### src/rtl/expr_pkg.sv
// Shared definitions for the expression serialiser: FSM encoding and ASCII constants.
package expr_pkg;

  typedef enum logic [1:0] {
    StIdle = 2'd0,
    StDig  = 2'd1,
    StOp   = 2'd2,
    StFin  = 2'd3
  } state_e;

  localparam logic [7:0] CH_ZERO = 8'h30;
  localparam logic [7:0] CH_PLUS = 8'h2B;
  localparam logic [7:0] CH_STAR = 8'h2A;

endpackage

### src/rtl/expr_char_enc.sv
// Combinational ASCII encoder for one expression character (BCD digit or operator).
module expr_char_enc
  import expr_pkg::*;
(
  input  logic       is_op_i,
  input  logic       op_bit_i,
  input  logic [3:0] digit_i,
  output logic [7:0] ch_o
);

  always_comb begin
    if (is_op_i) begin
      ch_o = op_bit_i ? CH_STAR : CH_PLUS;
    end else begin
      ch_o = CH_ZERO + {4'h0, digit_i};
    end
  end

endmodule

### src/rtl/expr_tx.sv
// Serialises n BCD operands and n-1 operators as an ASCII infix expression over valid/ready.
module expr_tx
  import expr_pkg::*;
#(
  parameter int unsigned MAXN = 8
) (
  input  logic                  clk,
  input  logic                  clr,
  input  logic                  start,
  input  logic [3:0]            cnt,
  input  logic [4*MAXN-1:0]     digits,
  input  logic [MAXN-2:0]       ops,
  input  logic                  ready,
  output logic [7:0]            out,
  output logic                  valid,
  output logic                  busy,
  output logic                  done,
  output logic                  err
);

  state_e              state_q, state_d;
  logic [2:0]          idx_q, idx_d;
  logic [3:0]          cnt_q;
  logic [4*MAXN-1:0]   digits_q;
  logic [MAXN-2:0]     ops_q;
  logic                err_q, err_d;
  logic                load;
  logic                bad_start;
  logic                last;
  logic [31:0]         dig_pad;
  logic [7:0]          ops_pad;
  logic [3:0]          cur_digit;
  logic                cur_op;
  logic [7:0]          enc_ch;

  always_comb begin
    bad_start = (cnt == 4'd0) || (cnt > 4'(MAXN));
    for (int i = 0; i < int'(MAXN); i++) begin
      if ((4'(i) < cnt) && (digits[4*i +: 4] > 4'd9)) begin
        bad_start = 1'b1;
      end
    end
  end

  // Zero-pad captured operands to full 8-slot width so a 3-bit idx always selects in range.
  always_comb begin
    dig_pad = '0;
    dig_pad[4*MAXN-1:0] = digits_q;
    ops_pad = '0;
    ops_pad[MAXN-2:0] = ops_q;
  end

  assign cur_digit = dig_pad[{idx_q, 2'b00} +: 4];
  assign cur_op    = ops_pad[idx_q - 3'd1];
  assign last      = ({1'b0, idx_q} == (cnt_q - 4'd1));

  expr_char_enc u_enc (
    .is_op_i  (state_q == StOp),
    .op_bit_i (cur_op),
    .digit_i  (cur_digit),
    .ch_o     (enc_ch)
  );

  always_comb begin
    state_d = state_q;
    idx_d   = idx_q;
    err_d   = 1'b0;
    load    = 1'b0;
    unique case (state_q)
      StIdle: begin
        if (start) begin
          if (bad_start) begin
            err_d = 1'b1;
          end else begin
            load    = 1'b1;
            idx_d   = 3'd0;
            state_d = StDig;
          end
        end
      end
      StDig: begin
        if (ready) begin
          if (last) begin
            state_d = StFin;
          end else begin
            idx_d   = idx_q + 3'd1;
            state_d = StOp;
          end
        end
      end
      StOp: begin
        if (ready) begin
          state_d = StDig;
        end
      end
      StFin: begin
        state_d = StIdle;
      end
      default: state_d = StIdle;
    endcase
  end

  always_ff @(posedge clk or posedge clr) begin
    if (clr) begin
      state_q <= StIdle;
      idx_q   <= 3'd0;
      err_q   <= 1'b0;
    end else begin
      state_q <= state_d;
      idx_q   <= idx_d;
      err_q   <= err_d;
    end
  end

  always_ff @(posedge clk or posedge clr) begin
    if (clr) begin
      cnt_q    <= 4'd0;
      digits_q <= '0;
      ops_q    <= '0;
    end else if (load) begin
      cnt_q    <= cnt;
      digits_q <= digits;
      ops_q    <= ops;
    end
  end

  assign valid = (state_q == StDig) || (state_q == StOp);
  assign out   = valid ? enc_ch : 8'h00;
  assign busy  = (state_q != StIdle);
  assign done  = (state_q == StFin);
  assign err   = err_q;

endmodule

### config.mk
export PLATFORM = sky130hd
export DESIGN_NAME = expr_tx
export DESIGN_NICKNAME = d
export VERILOG_FILES = /design/src/rtl/expr_pkg.sv /design/src/rtl/expr_char_enc.sv /design/src/rtl/expr_tx.sv
export SDC_FILE = /design/constraint.sdc
export NUM_CORES = 1
export LEC_CHECK = 0
export CAP_MARGIN = 10
export CORE_MARGIN = 2
export CORE_UTILIZATION = 50
export CTS_CLUSTER_DIAMETER = 60
export DETAILED_ROUTE_END_ITERATION = 16
export GPL_ROUTABILITY_DRIVEN = 0
export PLACE_DENSITY_LB_ADDON = 0.12
export SKIP_CTS_REPAIR_TIMING = 1
export SLEW_MARGIN = 20
export SYNTH_ARGS = -nofsm -noshare
export SYNTH_HDL_FRONTEND = slang
export SYNTH_SLANG_ARGS = --single-unit
export TNS_END_PERCENT = 100
### constraint.sdc
create_clock -name clk -period 2.8 [get_ports clk]
set_input_delay 0.28 -clock clk [delete_from_list [all_inputs] [get_ports clk]]
set_output_delay 0.28 -clock clk [all_outputs]
set_load 0.02 [all_outputs]
==> results of run 1 <==
worst max-delay path: stages, from the launching register on:
cell	delay, ps
dfrtp_1	360
buf_4	230
mux4_2	520
mux2_2	270
o21a_1	180
clkdlybuf4s50_1	540
through the flow:
stage               hold WS, ps  instance area (sq um)
floorplan                   424                   2580
global placement            483                   3210
detailed placement          489                   3210
CTS                         280                   3300
global route                302                   3300
finish                      266                   3300
state kept, by name (all words and copies together) (netlist names):
name / count
state_q: 2
ops_q: 7
err: 1
idx_q: 3
dig_pad: 32
cnt_q: 4
worst max-delay path by stage:
stage                  end  slack [ps]  depth (start not counted)
2_1_floorplan       out[0]         350                          7
3_5_place_dp   dig_pad[17]         360                          7
4_1_cts             out[0]          50                          7
3_3_place_gp   dig_pad[25]         370                          7
5_1_grt             out[1]          20                          5
6_report            out[3]         110                          5
cells in the final DEF, fill, tap and decap left out, drive strengths merged, types with 5 or more instances in the layout:
cell type       n
clkdlybuf4s50  55
dfrtp          49
mux2           46
o21ai          14
inv            11
mux4            9
ha              7
nor2            6
buf             6
nand2           5
clkbuf          5
cells in the mapped netlist (all sizes together):
cell type,instances,area [sq um]
clkbuf,1,3.75
nor4b,2,23.8
mux2,46,518
o21bai,1,7.51
and3,1,6.26
ha,7,87.6
nor2,6,22.5
a41oi,1,8.76
a22o,1,8.76
nor2b,1,6.26
a31oi,2,12.5
inv,10,37.5
o22a,1,8.76
nand3,4,25.0
o21ai,14,70.1
conb,1,3.75
a211o,1,8.76
o311ai,1,8.76
mux2i,4,40.0
o22ai,1,6.26
dfrtp,49,1230
nand3b,1,7.51
xnor2,1,8.76
o31ai,2,28.8
nand2,5,18.8
nor3,1,5.00
o211ai,2,15.0
mux4,9,203
a21oi,1,5.00
xor2,3,26.3
o21a,2,15.0
nor4bb,1,10.0
nor3b,3,22.5
buf,10,58.8
o2111ai,1,8.76
layer usage:
layer,vias up,wire length (microns)
li1,837,-
met1,864,2220
met2,48,2530
met3,6,280
met4,0,50
met5,-,0
area by class of cell:
class	instances	area [sq um]	area share (%)
repair buffers	62	608	18.4
multi-input cells	128	1250	37.9
clock buffers	5	68.8	2.08
inverters	10	37.5	1.14
well taps	70	87.6	2.65
clock inverters	3	25.0	0.757
flip-flops and latches	49	1230	37.1
cell families after synthesis:
kind of cell | share of synthesized area [%]
flip-flops | 47.6
adder cells (fa/ha/maj) | 3.40
multiplexers | 29.6
AO/OA/AOI/OAI | 8.26
XOR/XNOR | 1.36
buffers and inverters | 3.89
other | 0.146
AND/OR/NAND/NOR | 5.74
power by group:
group	switching, mW	leakage [nW]	total [mW]	internal [mW]
registers	0.198	0.642	1.23	1.03
logic	0.656	0.809	1.55	0.892
clock network	0.249	0.0447	0.430	0.181
total	1.10	1.50	3.21	2.11
==> results by group, run 1 <==
Global routing
  – GRT Overall Usage: 19.9%
  – GR Layer Usage met2: 32.2%
  – GR Layer Usage met1: 26.9%
  – Pin count of the biggest net entering global routing: 32
  – Initial antenna violation count: 0
  – Met3 Use GR: 4.63%
  – Grt ovf: 0
  – Most used routing layer: met2
  – Number of global-route vias before repair: 1746
  – First-pass GRT wire length: 8380 microns

Die
  – Ports: 59
  – Die X: 75.7 microns
  – Die height: 75.7 microns
  – Initial core utilization: 51.0%
  – Die area: 5740 sq um
  – Core area: 5040 sq um
  – Row count: 26

Critical path
  – Max FO, Critical Path: 11
  – Reg-to-reg startpoint: cnt_q[0]
  – Type of origin of the critical path: flop
  – Data required time of the critical path: 2520 ps
  – Worst setup EP type: output pin
  – Setup crit start: idx_q[1]
  – Crit path kind: flop to output pin
  – Worst R2R End: idx_q[2]
  – Reg2Reg Setup Slack: 720 ps
  – CP arrival: 2410 ps
  – Depth of the most critical reg-to-reg path: 8

Logic synthesis
  – Post-synthesis sequential area ratio: 47.6%
  – Post-Syn Area: 2570 sq um
  – YS warnings: 0
  – Post-Synthesis Cells: 197
  – FF+latch count, synth: 49
  – Unique cell type count in the Yosys netlist: 40
  – Avg Inst Size Synth: 13.1 sq um

Timing
  – RSZ-0062 raised after global routing: no
  – Final setup margin: 113 ps
  – Clock skew: 8.16 ps
  – Slew headroom: 51.4%
  – Least-Margin Pin Slew: 719 ps
  – Setup TNS: 0 ps
  – Hold Fails Final Rpt: 0
  – Final Slew Violations: 0
  – Final Critical Period: 2690 ps
  – Fmax: 0.372 GHz
  – Final setup vio count: 0
  – Crit share post-route: 96.0%

Power and ir drop
  – PD cells: 972 nW/um^2
  – Leakage: 1.50 nW
  – Final Total Pwr: 3.21 mW
  – Worst vdd ir: 641 uV

Cells and area
  – Layout cells sized above 1: 28.4%
  – Nets@finish: 310
  – Finished Layout Cells: 327
  – Filler Cell Count: 408
  – Final core utilization: 65.5%
  – Ant diodes: 0
  – Layout area overhead: 28.4%

Detailed routing
  – Routed vias/inst: 5.37
  – Antenna Nets Post-Route: 0
  – Post-Route WL: 5080 microns
  – DRT iter0 DRCs: 98
  – Residual DRC: 0
  – First drt pass iteration count: 4
  – Routed vias: 1755
  – Avg WL per Cell: 15.5 microns

Place
  – HPWL after DPL: 3900 microns
  – DP Worst Slack: 357 ps
  – I/O Buffers: 56
  – Placed cells: 319

Clock tree
  – CTS H-Tree Depth: 2
  – Clk root buf: clkbuf_8
  – CTS tree: yes
  – TritonCTS Sinks: 49
  – Reg clk slew, reported paths: 100 ps
  – Cts bufs inserted: 5
  – Buffer depth of the longest clock path: 2
  – Worst-skew pair later-pin latency: 310 ps

Status
  – Status: finished, final reports clean

Flow run
  – Max-cap viol count: 0

Min path
  – Hold Path Class: primary input to async pin
(Power assumes the default switching activity.)
==> run 2, diff against run 1 <==
- PLACE_DENSITY: unset -> 0.78
- PLACE_DENSITY_LB_ADDON: 0.12 -> unset
- clock period: 2.8 -> 2.7 ns (I/O delays scaled with it)
==> results by group, run 2 (synthesis gave the netlist of run 1 again) <==
Die
  – Die X: 75.7 microns
  – Row count: 26
  – Die area: 5740 sq um
  – Initial core utilization: 51.0%
  – Core area: 5040 sq um
  – Ports: 59
  – Die height: 75.7 microns

Power and ir drop
  – PD cells: 1040 nW/um^2
  – Sw frac: 33.6%
  – Leakage: 1.54 nW
  – Net Sw Power: 1.17 mW
  – Flop pwr share: 37.2%
  – Design internal power: 2.30 mW
  – Logic pwr share: 47.3%
  – Worst vdd ir: 459 uV
  – Clock share of power: 15.5%

Critical path
  – Data required time of the critical path: 2430 ps
  – Crit path cell chain: buf_6, mux4_2, mux2i_1, nor3b_1, clkdlybuf4s50_1
  – Worst setup EP type: output pin
  – Critical Path Max Stage Delay: 660 ps
  – Max FO, Critical Path: 11
  – CP max stage cell: clkdlybuf4s50_1
  – CP arrival: 2250 ps
  – Type of origin of the critical path: flop
  – Crit path kind: flop to output pin
  – Reg2Reg Setup Slack: 570 ps

Cells and area
  – Finished Layout Cells: 326
  – Most frequent cells in the layout: clkdlybuf4s50_1 (53), dfrtp_1 (49), mux2_2 (46), o21ai_0 (14)
  – Ant diodes: 0
  – Layout area overhead: 29.8%
  – Nets@finish: 309
  – Most common cell after layout, fill and taps aside: clkdlybuf4s50_1
  – Largest register FFs: 32
  – Layout cells sized above 1: 27.7%

Min path
  – Hold Path Class: primary input to async pin

Clock tree
  – TritonCTS Sinks: 49
  – CTS H-Tree Depth: 2
  – Buffer depth of the longest clock path: 2
  – Cts bufs inserted: 5
  – CTS tree: yes
  – Worst-skew pair later-pin latency: 300 ps
  – Clk root buf: clkbuf_8
  – Reg clk slew, reported paths: 90 ps

Detailed routing
  – First drt pass iteration count: 4
  – Top sig layer: met4
  – Antenna Nets Post-Route: 0
  – DRT iter0 DRCs: 49
  – Routed vias: 1773
  – Residual DRC: 0
  – Detail Route met3 WL: 242 microns
  – Avg WL per Cell: 16.4 microns
  – Met1 wire length: 2410 microns
  – Post-Route WL: 5340 microns
  – Met2 wire length: 2630 microns
  – Routed vias/inst: 5.44

Timing
  – Slew headroom: 51.2%
  – Hold WS: 342 ps
  – RSZ-0062 raised after global routing: no
  – Crit share post-route: 93.3%
  – Final Critical Period: 2520 ps
  – Final setup vio count: 0
  – Final Slew Violations: 0
  – Least-Margin Pin Slew: 722 ps
  – Clock skew: 2.37 ps
  – Hold Fails Final Rpt: 0
  – Fmax: 0.397 GHz
  – Final setup margin: 180 ps

Place
  – HPWL after DPL: 4020 microns
  – DP Worst Slack: 110 ps
  – I/O Buffers: 56
  – Placed cells: 318

Global routing
  – GRT Overall Usage: 20.7%
  – Pin count of the biggest net entering global routing: 45
  – First-pass GRT wire length: 8630 microns
  – Grt ovf: 0
  – Initial antenna violation count: 0
  – Number of global-route vias before repair: 1767

Flow run
  – Max-cap viol count: 0

Status
  – Status: finished, final reports clean
-- run 2: cell type report --
type | count | area (sq um)
clock buffer | 7 | 86.3
clock inverter | 1 | 30.0
fill | 397 | 1700
inverter | 10 | 37.5
multi-input combinational | 128 | 1250
sequential | 49 | 1230
tap | 70 | 87.6
timing repair buffer | 61 | 622
-- run 2: worst paths after layout --
path                             from          end  cells past startpoint
max                          idx_q[1]       out[2]                      5
max reg2reg                  cnt_q[0]     idx_q[2]                      8
min                               clr  dig_pad[16]                      2
min reg2reg                dig_pad[9]   dig_pad[9]                      1
min in group clk           dig_pad[9]   dig_pad[9]                      1
max in group asynchronous         clr     ops_q[2]                      3
-- run 2: worst max-delay path: cells and delay by family (launching register included) --
kind | cells | cell delay (ps)
buf+inv | 2 | 830
mux | 2 | 450
flops | 1 | 400
simple gates | 1 | 270
-- run 2: routing by layer --
layer	global-route usage, %	vias to the layer above
met2	34.4	59
met4	6.24	0
met5	0	-
met3	4.10	6
li1	-	837
met1	27.7	871
-- run 2: metrics by stage --
stage	util (%)	cell area [sq um]	power, mW	TNS (ps)
after floorplan	-	2580	2.42	0
after global placement	63.7	3210	2.90	0
after detailed placement	63.7	3210	2.95	0
after CTS	66.0	3330	3.50	-130
after global routing	66.3	3340	3.69	0
final	66.3	3340	3.47	0
-- run 2: power groups by stage --
stage,sequential (mW),clock (mW),combinational [mW]
after detailed placement,1.30,0,1.65
after global placement,1.29,0,1.60
after floorplan,1.22,0,1.20
after global routing,1.34,0.578,1.78
final,1.29,0.538,1.64
after CTS,1.29,0.555,1.66
